<file path="config.mk">
export PLATFORM = sky130hd
export DESIGN_NAME = window_accum
export DESIGN_NICKNAME = d
export VERILOG_FILES = /design/src/rtl/window_accum.sv
export SDC_FILE = /design/constraint.sdc
export NUM_CORES = 1
export LEC_CHECK = 0
export CAP_MARGIN = 20
export CORE_MARGIN = 4
export CORE_UTILIZATION = 52
export CTS_BUF_LIST = sky130_fd_sc_hd__clkbuf_8
export DETAILED_ROUTE_END_ITERATION = 10
export PLACE_DENSITY_LB_ADDON = 0.1
export SETUP_SLACK_MARGIN = 0.02
export SLEW_MARGIN = 20
export SYNTH_ARGS = -nofsm -noshare
export SYNTH_HDL_FRONTEND = slang
export SYNTH_SLANG_ARGS = --single-unit
</file>
<file path="constraint.sdc">
create_clock -name clk -period 3.2 [get_ports clk]
set_clock_uncertainty 0.2 [all_clocks]
set_input_delay 0.48 -clock clk [delete_from_list [all_inputs] [get_ports clk]]
set_output_delay 0.48 -clock clk [all_outputs]
set_load 0.05 [all_outputs]
</file>
<file path="src/rtl/window_accum.sv">
// window_accum: sums each burst of consecutive valid samples into a signed total and count,
// presents the result on a valid/ready register and flags results lost to back-pressure.
module window_accum #(
   parameter int data_width = 32,
   parameter int cnt_width  = 9,
   parameter int acc_width  = data_width + cnt_width,
   parameter int min_len    = 1
) (
   input  logic                  clk,
   input  logic                  rst,
   input  logic [data_width-1:0] data_in,
   input  logic                  data_in_valid,
   output logic [acc_width-1:0]  sum_out,
   output logic [cnt_width-1:0]  sum_cnt,
   output logic                  sum_valid,
   input  logic                  sum_ready,
   output logic                  drop_err,
   input  logic                  err_clr
);

   typedef enum logic {IDLE, ACCUM} state_t;

   localparam logic [cnt_width-1:0] max_cnt  = '1;
   localparam logic [cnt_width-1:0] last_cnt = max_cnt - cnt_width'(1);
   localparam logic [cnt_width-1:0] min_cnt  = cnt_width'(min_len);

   state_t                 state, next_state;
   logic [acc_width-1:0]   acc, acc_next;
   logic [cnt_width-1:0]   cnt, cnt_next;
   logic [acc_width-1:0]   sample_ext;
   logic [acc_width-1:0]   res_sum;
   logic [cnt_width-1:0]   res_cnt;
   logic                   res_fire;
   logic                   emit, reg_free, load, drop;

   assign sample_ext = {{(acc_width-data_width){data_in[data_width-1]}}, data_in};

   always_comb begin
      next_state = state;
      acc_next   = acc;
      cnt_next   = cnt;
      res_fire   = 1'b0;
      res_sum    = acc;
      res_cnt    = cnt;
      case (state)
         IDLE: begin
            if (data_in_valid) begin
               acc_next   = sample_ext;
               cnt_next   = cnt_width'(1);
               next_state = ACCUM;
            end
         end
         ACCUM: begin
            if (data_in_valid && cnt == last_cnt) begin
               // Counter would hit its ceiling: close the burst including this sample.
               res_fire   = 1'b1;
               res_sum    = acc + sample_ext;
               res_cnt    = max_cnt;
               acc_next   = '0;
               cnt_next   = '0;
               next_state = IDLE;
            end else if (data_in_valid) begin
               acc_next = acc + sample_ext;
               cnt_next = cnt + cnt_width'(1);
            end else begin
               res_fire   = 1'b1;
               acc_next   = '0;
               cnt_next   = '0;
               next_state = IDLE;
            end
         end
         default: next_state = IDLE;
      endcase
   end

   assign emit     = res_fire && (res_cnt >= min_cnt);
   assign reg_free = !sum_valid || sum_ready;
   assign load     = emit && reg_free;
   assign drop     = emit && !reg_free;

   always_ff @(posedge clk or posedge rst) begin
      if (rst) begin
         state <= IDLE;
         acc   <= '0;
         cnt   <= '0;
      end else begin
         state <= next_state;
         acc   <= acc_next;
         cnt   <= cnt_next;
      end
   end

   // A new result may replace the held one on the same edge it is handed off.
   always_ff @(posedge clk or posedge rst) begin
      if (rst) begin
         sum_out   <= '0;
         sum_cnt   <= '0;
         sum_valid <= 1'b0;
      end else if (load) begin
         sum_out   <= res_sum;
         sum_cnt   <= res_cnt;
         sum_valid <= 1'b1;
      end else if (sum_valid && sum_ready) begin
         sum_valid <= 1'b0;
      end
   end

   always_ff @(posedge clk or posedge rst) begin
      if (rst)
         drop_err <= 1'b0;
      else if (drop)
         drop_err <= 1'b1;
      else if (err_clr)
         drop_err <= 1'b0;
   end

endmodule

</file>
# Word level (Yosys, flattened, before mapping)
# Cells that the tools add are included.
[word_totals]
regBits = 103
input_bits = 37
output_inout_bits = 52
word_cells = 45
[classes]
add_sub_neg = 2
n_lt_le_gt_ge = 1
n_eq_ne = 2
muxes = 22
bitwise_logic = 1
reduce_logical = 10
[ops]
columns = ["operator", "count"]
rows = [
  ["2-to-1 mux 41 bit", 5],
  ["one-hot mux 41 bit (2 select lines)", 1],
  ["2-to-1 mux 9 bit", 5],
  ["adder 41 bit", 1],
  ["one-hot mux 9 bit (2 select lines)", 1],
  ["adder 9 x 1 -> 9 bit (second input constant)", 1],
  ["== test 9 bit (second input constant)", 1],
  ["greater-or-equal comparator 9 x 1 -> 1 bit (second input constant)", 1],
  ["2-to-1 mux 1 bit", 9],
  ["logical AND 1 bit", 5],
  ["nonzero test 2 bit", 2],
  ["logical NOT 1 bit", 2],
  ["inequality test 2 bit (second input constant)", 1],
  ["one-hot mux 1 bit (2 select lines)", 1],
  ["logical OR 1 bit", 1],
  ["inverter 1 bit", 1],
]

# Longest topological paths before layout
[depth]
word_depth = 8
ltp_mapped = 13

# Worst setup path before layout
# Ideal clock, no wire load.
[synth_path]
kind = "in2reg"
startpoint = "input data_in[9]"
endpoint = "register sum_out[26]"
arrival_time_ps = 2795
required_ps = 2867
setup_slack_ps = 71
cell_stages = 11
path_cell_list = "ha_1 a21oi_1 o21ai_1 a221o_1 o32ai_1 o21ai_2 a311oi_1 xor2_1 nor2_1 a21oi_1 o21ai_0"
[synth_between]
elab_chain_len = 3
[synth_lines]
columns = ["item", "line", "rtl"]
rows = [
  ["from (decl)", "11", "input logic [data_width-1:0] data_in,"],
  ["adder 41 bit", "57", "res_sum = acc + sample_ext;"],
  ["2-to-1 mux 41 bit", "54", "if (data_in_valid && cnt == last_cnt) begin"],
  ["2-to-1 mux 41 bit", "45", "case (state)"],
  ["to (signal assigned)", "100", "sum_out <= res_sum;"],
  ["to (decl)", "13", "output logic [acc_width-1:0] sum_out,"],
]
# No other way between the ends.
# A chain may end at the register's enable or synchronous reset.

# Worst setup path in the final report
[layout_path]
startpoint = "input data_in[5]"
endpoint = "register sum_out[33]"
# Same word-level chain as after synthesis.

==> reports/results.ini <==
[worst_setup_path]
crit_chain = clkdlybuf4s50_1 -> ha_2 -> buf_4 -> nand4_1 -> a2111oi_4 -> o31ai_4 -> a21boi_4 -> a41oi_2 -> xnor2_2 -> o21ai_1 -> mux2_4
cp.buffers_inverters = 2
critPathLaunchType = primary input
crit_path_end_kind = register
critical_path_depth = 11
worst_path_max_delay_cell = a2111oi_4
path_class = in -> reg
worst_path_largest_cell_delay_ns = 0.53
crit_fanout = 5
reg2reg_depth = 11
critPathTopFamily = compound AO/OA/AOI/OAI gates
arrival_ns = 3.28
cp.required_ns = 3.28

[sta]
finalWorstSetupSlack_ns = -0.00464
worst-slew-pin-transition_ns = 0.622
slew_violations = 0
max_freq_mhz = 312
grt_setup_unrepaired = true
fin_crit_sh = 1.00
hold_slack_ns = 0.218
period_needed_ns = 3.20
finalSetupViolations = 1
slew_headroom = 0.585
hold_violations = 0

[routing]
first_pass_iters = 5
routedWlPerCell_um = 16.8
drt-total-wl_um = 19500
final_antenna_net_count = 0
drtIter0Drc = 335
avgViaCountPerCell = 5.71
drc = 0
vias = 6596

[grt]
grt_use_total = 0.266
overflow = 0
grt_pass1_wl_um = 32100
antenna_found_initial = 1
first_global_vias = 6651
grt_max_degree = 104

[placement]
portBuffers = 88
dpl-instance-area_mm2 = 0.00865
dp_cells = 1131
globalplace.congestion = 0.917
dp_hpwl_um = 13500

[cts]
cts_tree = yes
htree_levels = 3
cts_buffers = 9
cts.sinks = 103
worst_skew_pair.late_latency_ns = 0.38
clockBufferDepth = 2
path_clk_slew_ns = 0.10
cts_root_buffer = clkbuf_8

[yosys]
synth_top_cell_area_share = 0.380
syn_inst = 793
synthTopCellsByArea = dfrtp_1 (38%), ha_1 (7.8%), nand2_1 (5.5%)
ys_seq_area_frac = 0.380
synth-edff-count = 0
syn_area_mm2 = 0.00678
syn_avg_cell_area_um2 = 8.55
syn-num-nets = 873
synth_top_cell_by_area = dfrtp_1
yosysUniqueCellTypes = 59
async_flop_share = 1.00
synth.most_common_cell = dfrtp_1
synth_seq_cells = 103
synth_common_cells = dfrtp_1 (103), nand2_1 (99), nor2_1 (73)
yosys_warnings = 0
synth_flop_cell = dfrtp_1

[finish]
final_cells = 1156
stdcell_area_mm2 = 0.00929
area_growth_pct = 37.0
fin_util = 0.733
nets = 1058
drive_gt1_frac = 0.223

[outcome]
status = finished, violations left
violations = negative setup slack

[die]
io_pins = 89
die_area_mm2 = 0.0149
initial_core_util = 0.535
rows = 41
core_area_mm2 = 0.0127
die_h_um = 122
die_w_um = 122

[worst_hold_path]
hold_path_depth = 2
worstHoldPathType = in -> reg

[pwr]
peakVddDrop_mv = 0.437
p_leak_nw = 4.23
power_w = 0.00611
powerDensity_mw_per_mm2 = 658

[flow_run]
drv_cap = 0

==> cell families (layout without fill, tap and decap cells) <==
kind of cell             count (synthesis)  in the layout  synth area share
adder cells (fa/ha/maj)                 43             43            0.0805
XOR/XNOR                                38             38            0.0491
buffers and inverters                   63            253            0.0351
flip-flops                             103            103             0.380
other                                    0              1                 0
multiplexers                            38             38            0.0565
AO/OA/AOI/OAI                          252            252             0.229
AND/OR/NAND/NOR                        256            256             0.169
==> layer usage <==
metal | routed length (um) | track usage | vias to the layer above | part of all wire
met5 | 0 | 0 | - | 0
met4 | 473 | 0.0924 | 0 | 0.024
met3 | 680 | 0.0357 | 34 | 0.035
met2 | 9640 | 0.454 | 159 | 0.50
met1 | 8680 | 0.348 | 3182 | 0.45
li1 | - | - | 3221 | -
==> registers in the layout (all words and copies together) (netlist names) <==
signal     count
drop_err       1
sum_out       41
sum_cnt        9
state          1
acc           41
sum_valid      1
cnt            9
==> path summary, 6_finish.rpt <==
kind                                to     startpoint  slack (ns)
min in group asynchronous  sum_out[25]            rst        0.38
min reg2reg                 sum_cnt[4]     sum_cnt[4]        0.28
min                              state  data_in_valid        0.22
max in group asynchronous  sum_out[18]            rst        1.95
max reg2reg                sum_out[33]         acc[1]      -0.005
max                        sum_out[33]     data_in[5]      -0.005
==> cell type report <==
cell class / instances / area, um^2
clock inverter: 5 / 33.8
sequential: 103 / 2580
antenna: 1 / 2.50
inverter: 15 / 60.1
timing repair buffer: 222 / 1880
fill: 1029 / 3390
multi-input combinational: 627 / 4360
clock buffer: 11 / 151
tap: 172 / 215
==> through the flow <==
stage                     setup TNS [ns]  worst slack (ns)
after global routing              -0.588            -0.127
final                           -0.00464          -0.00464
after global placement            -24.26            -0.721
after detailed placement          -28.00            -0.794
after floorplan                        0            0.0713
after CTS                              0            0.0214
==> what timing repair did <==
item	CTS	global route
hold buffers	0	0
setup endpoints to repair	41	24
setup buffers	4	4
pin swaps	33	35
gates resized for setup	49	35
==> layout by cell type (no fill, tap or decap), drive strengths merged, types with 19 or more instances in the layout <==
cell,synthesis,routed
a21oi,71,71
buf,3,135
clkdlybuf4s50,0,73
dfrtp,103,103
ha,42,42
mux2i,36,36
nand2,99,99
nand3,19,19
nor2,74,74
o21ai,77,77
o22ai,32,32
xnor2,20,20
==> power by group <==
part / switching, W / internal [W]
registers: 0.000218 / 0.00160
logic: 0.00198 / 0.00150
clock network: 0.000483 / 0.000323
total: 0.00269 / 0.00342
Power figures use the tool's default switching activity.
==> RTL edit, RTL diff (config.mk and constraints unchanged) <==
Make the reset (`rst`) synchronous in 3 clocked blocks.
--- a/src/rtl/window_accum.sv
+++ b/src/rtl/window_accum.sv
@@ -80,3 +80,3 @@
 
-   always_ff @(posedge clk or posedge rst) begin
+   always_ff @(posedge clk) begin
       if (rst) begin
@@ -93,3 +93,3 @@
    // A new result may replace the held one on the same edge it is handed off.
-   always_ff @(posedge clk or posedge rst) begin
+   always_ff @(posedge clk) begin
       if (rst) begin
@@ -107,3 +107,3 @@
 
-   always_ff @(posedge clk or posedge rst) begin
+   always_ff @(posedge clk) begin
       if (rst)
Formal check against the unedited RTL: differs if rst is asserted again (counterexample within 4 cycles, from zero or initial values and one cycle with rst high); with rst held inactive, the same outputs for 4 cycles.
==> RTL edit against the unedited design <==
  * Worst setup slack improved by 0.097 ns
  * Hold slack better by 0.046 ns
  * Design area down 2.5%
  * Routed wire length rose by 9.0%
  * Via count increased by 11%
  * Sequential cell count unchanged
  * Synthesized area shrank 0.90%
  * Global-route usage up 1.9 points
Power is not compared: it rests on default switching activity, and its combinational part moved more than twofold at a synthesized area within 25%.
==> RTL edit: results (changes against the unedited design) <==
Parameter                              Value

Logic synthesis
  Post-synthesis compound-gate area fraction    0.287 (+0.0580)
  Count of distinct cell types in the synthesized netlist    62 (+5.1%)
  Share of synthesized registers carrying an async set or reset    0 (-1.00)
  Share of synthesized area spent on multiplexers    0.0432 (-0.0133)
  Biggest area contributors in the synthesized netlist    dfxtp_1, a21oi_1, ha_1, nor2_1, nand2_1
  Share of the yosys chip area belonging to registers    0.307 (-0.0733)
  Area share of fa/ha/maj cells after synthesis    0.0812 (+0.000735)
  Post-synthesis net count    960 (+10%)
  Synth Flop Type    dfxtp_1
  Cell count after synthesis    880 (+11%)
  Xor and xnor area share after synthesis    0.0470 (-0.00216)
  Top cells by count, synth    a21oi_1, nor2_1, dfxtp_1

Pwr
  Cell leakage power    3.81 nW

Route
  Sum of routed wire length over all layers    21200 um (+9.0%)
  Detailed Route Iter0 Violations    635 (+90%)
  Routed via count divided by cell count    5.93 (+4.0%)

Cells and area
  Number of nets in the layout    1137 (+7.5%)
  Number of standard cells in the layout, taps in and fillers out    1234 (+6.7%)
  Fraction of final layout cells sized beyond drive strength 1    0.190 (-0.0326)
  Filler cell count in the final layout    1041 (+1.2%)
  Number of diodes added for antenna fixing    0 (-1)

Clock network
  CTS clk-pin slew, worst paths    0.12 ns (+0.02 ns)
  Worst skew pair latency    0.40 ns (+0.02 ns)
  CTS H-tree depth    3 (unchanged)

Global routing
  Global-route wire length before repair    34100 um (+6.0%)
  Vias in the first global route    6953 (+4.5%)
  Largest net degree at the start of global routing    71 (-32%)
  All-Layer GR Usage    0.285 (+0.0186)
  Initial antenna violation count    0 (-1)

Setup path
  Setup slack, reg-to-reg    0.13 ns (+0.13 ns)
  Worst-path fanout max    3 (-2)
  Stage delay of the slowest cell on the critical path    0.55 ns (+0.02 ns)
  Slowest library cell on the worst path    clkdlybuf4s50_1
  Crit path DAT    3.21 ns (-0.07 ns)
  Cell family contributing the most delay on the critical path    compound AO/OA/AOI/OAI gates

Timing
  Rel. slew slack    0.563 (-0.0220)

Placement
  Final weighted congestion in routability-driven placement    0.931 (+1.6%)
  Number of placed cells counting well taps    1216 (+7.5%)
  Area after detailed placement    8610 um^2 (-0.49%)
  Post-detail-place hpwl    15400 um (+14%)

Outcome
  Run status    finished clean

Worst hold path
  Worst hold path type    reg2reg
RTL edit: cell types whose count changed after synthesis, sizes merged, moves of 12 or more:
cell    change
a21oi      +41
a311oi     +19
dfrtp     -103
dfxtp     +103
nor2       +37
o21ai      -12
o22ai      -29
RTL edit: power by group:
group | internal, W | switching, W
sequential | 0.00135 | 0.0000538
combinational | 0.000579 | 0.000669
clock | 0.000388 | 0.000544
RTL edit: repair_timing:
action                     in CTS  in global routing
resized for setup              20                 27
gates cloned                    0                  0
hold endpoints to repair        0                  0
pin swaps                      13                 11
setup endpoints to repair      10                 18
setup buffers                   2                  0
RTL edit: through the flow:
step	TNS (ns)	hold slack (ns)	setup WS, ns
4_1_cts	0	0.262	0.0217
5_1_grt	-0.0104	0.275	-0.0104
3_3_place_gp	-10.88	0.243	-0.513
3_5_place_dp	-11.77	0.249	-0.552
6_report	0	0.263	0.0919
2_1_floorplan	0	0.264	0.154
RTL edit: layout make-up:
cell class	instances	area (um^2)	area share
tap	172	215	0.0238
timing repair buffer	226	1930	0.214
clock buffer	9	124	0.0137
multi-input combinational	703	4560	0.504
clock inverter	7	100	0.0111
sequential	103	2060	0.228
inverter	14	52.6	0.00581
RTL edit: per-layer routing:
metal,up-vias,part of all wire,GRT usage
li1,3540,-,-
met1,3482,0.44,0.367
met2,273,0.48,0.491
met3,25,0.061,0.0460
met4,0,0.015,0.0840
met5,-,0,0
RTL edit: worst paths after layout:
kind / start / endpoint / cells after the start
worst max-delay path: data_in[11] / sum_out[28] / 12
worst min-delay path: sum_cnt[3] / sum_cnt[3] / 2
worst max register to register: acc[0] / sum_out[38] / 12
worst min register to register: sum_cnt[3] / sum_cnt[3] / 2
